### config.mk
export PLATFORM = sky130hd
export DESIGN_NAME = frame_scheduler
export DESIGN_NICKNAME = d
export VERILOG_FILES = /design/src/rtl/adc_buf_pkg.sv /design/src/rtl/rr_arb2.sv /design/src/rtl/frame_scheduler.sv
export SDC_FILE = /design/constraint.sdc
export NUM_CORES = 1
export LEC_CHECK = 0
export ABC_AREA = 1
export CAP_MARGIN = 0
export CORE_UTILIZATION = 54
export DETAILED_ROUTE_END_ITERATION = 10
export GPL_TIMING_DRIVEN = 0
export PLACE_DENSITY = 0.8
export SLEW_MARGIN = 20
export SYNTH_ARGS = -nofsm -noshare
export SYNTH_HDL_FRONTEND = slang
export SYNTH_SLANG_ARGS = --single-unit
### constraint.sdc
create_clock -name clk -period 2.05 [get_ports clk]
set_clock_uncertainty 0.05 [all_clocks]
set_input_delay 0.615 -clock clk [delete_from_list [all_inputs] [get_ports clk]]
set_output_delay 0.615 -clock clk [all_outputs]
set_load 0.05 [all_outputs]
### src/rtl/adc_buf_pkg.sv
// Shared definitions for the ADC capture buffer: frame FSM states, header layout
// and the header byte lookup used by the frame scheduler.
package adc_buf_pkg;

    typedef enum logic [2:0] {
        ST_IDLE,
        ST_ARB,
        ST_HDR,
        ST_PAYLOAD,
        ST_GAP
    } fsm_state_t;

    localparam logic [7:0] SYNC_BYTE = 8'hA5;
    localparam int         HDR_LEN   = 4;
    localparam int         HDR_IDX_W = $clog2(HDR_LEN);

    typedef logic [HDR_IDX_W-1:0] hdr_idx_t;

    // Header layout: sync, channel, sequence high byte, sequence low byte.
    function automatic logic [7:0] hdr_byte(input hdr_idx_t idx, input logic ch,
                                            input logic [15:0] frame_seq);
        case (idx)
            hdr_idx_t'(0): hdr_byte = SYNC_BYTE;
            hdr_idx_t'(1): hdr_byte = {7'b0, ch};
            hdr_idx_t'(2): hdr_byte = frame_seq[15:8];
            default:       hdr_byte = frame_seq[7:0];
        endcase
    endfunction

endpackage

### src/rtl/rr_arb2.sv
// Two-way round-robin arbiter; the grant is the last-served register, updated
// in the single cycle arb_en is high. Channel 0 wins the first contested round.
module rr_arb2 (
    input  logic       clk,
    input  logic       rstn,
    input  logic [1:0] req,
    input  logic       arb_en,
    output logic       grant
);

    logic last_reg;
    logic pick;

    always_comb begin
        pick = ~last_reg;
        if (req == 2'b01) begin
            pick = 1'b0;
        end else if (req == 2'b10) begin
            pick = 1'b1;
        end
    end

    always_ff @(posedge clk or negedge rstn) begin
        if (!rstn) begin
            last_reg <= 1'b1;
        end else if (arb_en) begin
            last_reg <= pick;
        end
    end

    assign grant = last_reg;

endmodule

### src/rtl/frame_scheduler.sv
// Frames two ADC channel FIFOs into a header+payload byte stream for the UDP
// transmitter, alternating channels round-robin with a fixed gap after each frame.
module frame_scheduler
    import adc_buf_pkg::*;
#(
    parameter int PAYLOAD_BYTES = 1024,
    parameter int GAP_CYCLES    = 12
) (
    input  logic        clk,
    input  logic        rstn,
    input  logic        en,
    input  logic [1:0]  ch_ready,
    input  logic [1:0]  ch_empty,
    output logic [1:0]  ch_rd_en,
    input  logic [7:0]  ch0_dout,
    input  logic [7:0]  ch1_dout,
    input  logic        tx_busy,
    output logic        tx_valid,
    output logic [7:0]  tx_data,
    output logic        tx_last,
    output logic [15:0] seq,
    output logic        underflow,
    output logic        busy
);

    localparam int BYTE_W = (PAYLOAD_BYTES > 1) ? $clog2(PAYLOAD_BYTES) : 1;
    localparam int GAP_W  = (GAP_CYCLES > 1) ? $clog2(GAP_CYCLES) : 1;
    localparam logic [BYTE_W-1:0] LAST_BYTE = BYTE_W'(PAYLOAD_BYTES - 1);
    localparam logic [BYTE_W-1:0] PRE_LAST  = BYTE_W'(PAYLOAD_BYTES - 2);
    localparam logic [GAP_W-1:0]  GAP_LAST  = GAP_W'(GAP_CYCLES - 1);

    fsm_state_t        state_reg;
    logic              armed_reg;
    logic              busy_reg;
    logic              tx_valid_reg;
    logic              tx_last_reg;
    logic [7:0]        tx_hdr_reg;
    logic              payload_reg;
    logic [1:0]        rd_en_reg;
    logic [15:0]       seq_reg;
    logic [15:0]       seq_latch_reg;
    hdr_idx_t          hdr_cnt_reg;
    logic [BYTE_W-1:0] byte_cnt_reg;
    logic [GAP_W-1:0]  gap_cnt_reg;
    logic              underflow_reg;

    logic              grant;
    logic [1:0]        sel_mask;
    logic [1:0]        empty_hit;
    logic              start_frame;

    rr_arb2 u_arb (
        .clk    (clk),
        .rstn   (rstn),
        .req    (ch_ready),
        .arb_en (state_reg == ST_ARB),
        .grant  (grant)
    );

    for (genvar gi = 0; gi < 2; gi++) begin : g_chan
        assign sel_mask[gi]  = (grant == 1'(gi));
        assign empty_hit[gi] = rd_en_reg[gi] & ch_empty[gi];
    end

    // armed_reg holds off frame starts until the second edge after reset release.
    assign start_frame = armed_reg && en && !tx_busy && (ch_ready != 2'b00);

    always_ff @(posedge clk or negedge rstn) begin
        if (!rstn) begin
            state_reg     <= ST_IDLE;
            armed_reg     <= 1'b0;
            busy_reg      <= 1'b0;
            tx_valid_reg  <= 1'b0;
            tx_last_reg   <= 1'b0;
            tx_hdr_reg    <= 8'h00;
            payload_reg   <= 1'b0;
            rd_en_reg     <= 2'b00;
            seq_reg       <= 16'h0000;
            seq_latch_reg <= 16'h0000;
            hdr_cnt_reg   <= '0;
            byte_cnt_reg  <= '0;
            gap_cnt_reg   <= '0;
            underflow_reg <= 1'b0;
        end else begin
            armed_reg <= 1'b1;
            if (empty_hit != 2'b00) begin
                underflow_reg <= 1'b1;
            end
            case (state_reg)
                ST_IDLE: begin
                    if (start_frame) begin
                        state_reg <= ST_ARB;
                        busy_reg  <= 1'b1;
                    end
                end
                ST_ARB: begin
                    seq_latch_reg <= seq_reg;
                    hdr_cnt_reg   <= '0;
                    tx_valid_reg  <= 1'b1;
                    tx_hdr_reg    <= hdr_byte(hdr_idx_t'(0), 1'b0, seq_reg);
                    state_reg     <= ST_HDR;
                end
                ST_HDR: begin
                    if (hdr_cnt_reg == hdr_idx_t'(HDR_LEN - 1)) begin
                        state_reg    <= ST_PAYLOAD;
                        byte_cnt_reg <= '0;
                        tx_hdr_reg   <= 8'h00;
                        payload_reg  <= 1'b1;
                    end else begin
                        hdr_cnt_reg <= hdr_cnt_reg + 1'b1;
                        tx_hdr_reg  <= hdr_byte(hdr_idx_t'(hdr_cnt_reg + 1'b1), grant,
                                                seq_latch_reg);
                        // First read is issued on the last header byte so data lines up.
                        if (hdr_cnt_reg == hdr_idx_t'(HDR_LEN - 2)) begin
                            rd_en_reg <= sel_mask;
                        end
                    end
                end
                ST_PAYLOAD: begin
                    if (byte_cnt_reg == LAST_BYTE) begin
                        state_reg    <= ST_GAP;
                        gap_cnt_reg  <= '0;
                        tx_valid_reg <= 1'b0;
                        tx_last_reg  <= 1'b0;
                        payload_reg  <= 1'b0;
                        rd_en_reg    <= 2'b00;
                        seq_reg      <= seq_reg + 16'd1;
                    end else begin
                        byte_cnt_reg <= byte_cnt_reg + 1'b1;
                        if (byte_cnt_reg == PRE_LAST) begin
                            tx_last_reg <= 1'b1;
                            rd_en_reg   <= 2'b00;
                        end
                    end
                end
                ST_GAP: begin
                    if (gap_cnt_reg == GAP_LAST) begin
                        state_reg <= ST_IDLE;
                        busy_reg  <= 1'b0;
                    end else begin
                        gap_cnt_reg <= gap_cnt_reg + 1'b1;
                    end
                end
                default: begin
                    state_reg <= ST_IDLE;
                end
            endcase
        end
    end

    // Payload bytes come straight from the FIFO, which presents data the cycle after a read.
    always_comb begin
        tx_data = tx_hdr_reg;
        if (payload_reg) begin
            tx_data = grant ? ch1_dout : ch0_dout;
        end
    end

    assign tx_valid  = tx_valid_reg;
    assign tx_last   = tx_last_reg;
    assign ch_rd_en  = rd_en_reg;
    assign seq       = seq_reg;
    assign underflow = underflow_reg;
    assign busy      = busy_reg;

endmodule

==> results of run 1 <==
[synth_stat cells (all sizes together)]
| cell type | number | share of area (%) |
|---|---|---|
| a21oi | 11 | 1.5 |
| a22oi | 4 | 0.84 |
| clkbuf | 6 | 0.63 |
| a221o | 1 | 0.28 |
| nor2 | 46 | 5.6 |
| nand2 | 139 | 15 |
| nand3 | 31 | 4.8 |
| dfrtp | 67 | 47 |
| o21ai | 59 | 8.2 |
| conb | 1 | 0.10 |
| ha | 9 | 3.1 |
| inv | 55 | 5.7 |
| nor3 | 1 | 0.14 |
| xnor2 | 1 | 0.24 |
| nand4 | 9 | 1.7 |
| o22ai | 12 | 2.1 |
| buf | 4 | 0.91 |
| xor2 | 6 | 1.5 |
| o21a | 1 | 0.21 |
| dfstp | 1 | 0.73 |
[worst register-to-register path, cell delays in order, from the launching register on]
cell      delay [ps]
dfrtp_1          450
inv_1            110
ha_1             210
clkbuf_1         220
nor2_2           310
nand2_1          100
nand2_1           70
o21ai_0          100
a21oi_1          160
[worst max-delay path by stage]
stage,end,depth (start not counted)
6_report,tx_data[3],4
5_1_grt,tx_data[3],4
4_1_cts,tx_data[3],4
3_5_place_dp,tx_data[2],4
3_3_place_gp,gap_cnt_reg[1],1
2_1_floorplan,tx_data[4],3
[area by class of cell]
| type | instances | share of cell area [%] |
|---|---|---|
| multi-input cells | 331 | 37.8 |
| flip-flops and latches | 68 | 36.8 |
| repair buffers | 60 | 12.3 |
| inverters | 55 | 4.46 |
| clock buffers | 9 | 2.67 |
| well taps | 77 | 2.08 |
| clock inverters | 7 | 1.97 |
| plain buffers | 10 | 1.86 |
[logic make-up after synthesis]
group / after synthesis / synth area share, %
compound gates: 88 / 13.2
xor+xnor: 7 / 1.71
fa+ha+maj: 9 / 3.13
buf+inv: 65 / 7.28
flops: 68 / 47.4
other cells: 1 / 0.104
simple gates: 226 / 27.2
[routing by layer]
| metal | share of wire, % | vias up | track usage (%) |
|---|---|---|---|
| met4 | 3.0 | 0 | 12.3 |
| met2 | 49 | 114 | 45.5 |
| met5 | 0 | - | 0 |
| li1 | - | 1653 | - |
| met3 | 5.1 | 24 | 4.65 |
| met1 | 43 | 1607 | 36.9 |
[power by group]
part	switching, uW	internal, uW	leakage [uW]	total [uW]
Clock	520	680	0.000109	1200
Combinational	1220	656	0.00120	1880
Sequential	128	1490	0.000908	1620
[through the flow]
| step | std cells | setup TNS [ps] |
|---|---|---|
| after floorplan | 464 | -1830 |
| after global placement | 594 | -135750 |
| after detailed placement | 595 | -5650 |
| after CTS | 617 | -833 |
| after global routing | 617 | -1090 |
| final | 617 | -820 |
[repair_timing]
item                       CTS  global route
gates resized for setup    107            37
setup endpoints to repair   30            15
cloned                       1             0
pin swaps                   14             5
hold buffers                 0             0
setup buffers                5             0
==> impl_metrics.prom, run 1 <==
# TYPE chip_impl_metric gauge
chip_impl_info{name="run_status",value="finished with violations"} 1
chip_impl_info{name="violations",value="negative setup slack"} 1
chip_impl_metric{name="clock_insertion_delay_at_the_later_pin_of_the_skew_report",unit="ps"} 350
chip_impl_metric{name="shortest_period_the_worst_path_allows",unit="ps"} 2190
chip_impl_metric{name="synth.avg_cell_area",unit="sq um"} 7.74
chip_impl_metric{name="syn-instance-count",unit=""} 464
chip_impl_info{name="layout_commonest_cell",value="nand2_1"} 1
chip_impl_metric{name="dpl_cell_area",unit="sq um"} 4240
chip_impl_metric{name="final_core_utilization",unit="%"} 72.5
chip_impl_metric{name="synthesis.nets",unit=""} 497
chip_impl_metric{name="post-layout-total-power",unit="uW"} 4690
chip_impl_metric{name="route.detailed.drc",unit=""} 0
chip_impl_metric{name="vias_per_cell",unit=""} 5.51
chip_impl_metric{name="die_y",unit="microns"} 83.6
chip_impl_info{name="rr_startpoint",value="hdr_cnt_reg[0]"} 1
chip_impl_metric{name="finalHoldWorstSlack",unit="ps"} 98.3
chip_impl_metric{name="floorplan.io_pins",unit=""} 54
chip_impl_info{name="path_class",value="in -> out"} 1
chip_impl_metric{name="wl",unit="microns"} 9310
chip_impl_metric{name="initial_core_util",unit="%"} 56.2
chip_impl_metric{name="synth_seq_area_share",unit="%"} 47.4
chip_impl_metric{name="die_x",unit="microns"} 83.6
chip_impl_metric{name="multiInputGateArea",unit="sq um"} 1750
chip_impl_metric{name="sequential_cell_area",unit="sq um"} 1700
chip_impl_metric{name="drt-wirelength-per-cell",unit="microns"} 15.1
chip_impl_metric{name="maxCapViolCount",unit=""} 0
chip_impl_info{name="commonest_cells_after_routing_fill_and_taps_aside",value="nand2_1 (134), dfrtp_1 (67), inv_1 (52)"} 1
chip_impl_metric{name="htree_num_levels",unit=""} 3
chip_impl_metric{name="ys_seq_elements",unit=""} 68
chip_impl_info{name="grt_setup_unrepaired",value="yes"} 1
chip_impl_metric{name="synth_to_final_area_change",unit="%"} 28.9
chip_impl_info{name="timing.critical_path.from_type",value="input pin"} 1
chip_impl_metric{name="p_per_area",unit="nW/um^2"} 1010
chip_impl_info{name="worstReg2RegEnd",value="tx_hdr_reg[7]"} 1
chip_impl_metric{name="worst-r2r-setup-slack",unit="ps"} 190
chip_impl_info{name="worst_path_max_delay_cell",value="clkdlybuf4s50_1"} 1
chip_impl_metric{name="cts.sink_count",unit=""} 68
chip_impl_info{name="worstHoldPathType",value="in -> async"} 1
chip_impl_metric{name="postLayoutSetupSlackWorst",unit="ps"} -135
chip_impl_metric{name="placement.setup.worst_slack",unit="ps"} -731
chip_impl_metric{name="place.gp.congestion",unit=""} 0.866
chip_impl_metric{name="critPathBufInv",unit=""} 2
chip_impl_metric{name="power.ir.vdd_worst",unit="V"} 0.00107
chip_impl_metric{name="hold_viol",unit=""} 0
chip_impl_info{name="setup.worst_path.start",value="ch0_dout[3]"} 1
chip_impl_metric{name="fin_crit_sh",unit="%"} 107
chip_impl_metric{name="timing.final.setup_violations",unit=""} 8
chip_impl_metric{name="grt_remaining_overflow",unit=""} 0
chip_impl_metric{name="worst_path_arrival_time",unit="ps"} 1520
chip_impl_metric{name="maximum_clock_insertion_buffer_count",unit=""} 2
chip_impl_metric{name="grt_pass1_wl",unit="microns"} 15400
chip_impl_info{name="cts_tree",value="built"} 1
chip_impl_metric{name="fp-row-count",unit=""} 29
chip_impl_metric{name="worst-path-max-fanout",unit=""} 1
chip_impl_metric{name="grt_pass1_vias",unit=""} 3248
chip_impl_metric{name="drive_gt1_share",unit="%"} 15.2
chip_impl_metric{name="reg2reg_depth",unit=""} 8
chip_impl_metric{name="fillCellCount",unit=""} 492
chip_impl_metric{name="final_area",unit="sq um"} 4630
chip_impl_metric{name="clkSlewWorstSetupHoldPaths",unit="ps"} 70
chip_impl_metric{name="post_synth_num_cell_types",unit=""} 28
chip_impl_metric{name="critPathMaxStageDelay",unit="ps"} 480
chip_impl_metric{name="dpl.hpwl",unit="microns"} 6520
chip_impl_metric{name="cellLeakagePower",unit="uW"} 0.00222
chip_impl_metric{name="synthesis.yosys.warnings",unit=""} 0
chip_impl_metric{name="initial_antenna_violation_count",unit=""} 0
chip_impl_metric{name="max_clock_freq",unit="MHz"} 458
chip_impl_metric{name="antenna_violating_nets_post_route",unit=""} 0
chip_impl_metric{name="cts_buffers",unit=""} 9
chip_impl_metric{name="nNetsFinal",unit=""} 568
chip_impl_metric{name="drt-initial-drc-count",unit=""} 202
chip_impl_info{name="worstSetupEndpointType",value="primary output"} 1
chip_impl_info{name="clockRootBuffer",value="clkbuf_8"} 1
chip_impl_metric{name="detail_route.first_pass.iterations",unit=""} 4
chip_impl_metric{name="insertedDiodeCount",unit=""} 0
chip_impl_info{name="worstPathCellList",value="clkdlybuf4s50_1, o21ai_2, o22ai_1, buf_4"} 1
chip_impl_metric{name="required_time_at_the_worst_slack_endpoint",unit="ps"} 1380
chip_impl_info{name="cp_top_family",value="buffers and inverters"} 1
chip_impl_metric{name="dr_total_vias",unit=""} 3398
chip_impl_metric{name="timing_max_transition_violations_final",unit=""} 0
chip_impl_metric{name="die_area",unit="sq um"} 6980
chip_impl_metric{name="pin_count_of_the_biggest_net_entering_global_routing",unit=""} 50
chip_impl_metric{name="floorplan.core_area",unit="sq um"} 6390
chip_impl_metric{name="mappedNetlistArea",unit="sq um"} 3590
chip_impl_metric{name="port-buffer-count",unit=""} 53
chip_impl_metric{name="grtUsageTotal",unit="%"} 27.9
Note: power is estimated with default switching activity, not from simulation.
==> run 2: changes to the inputs <==
Settings changed: CTS_CLUSTER_DIAMETER set to 150.
==> results of run 2 <==
The final DEF is identical to that of run 1; final timing and power are the same.
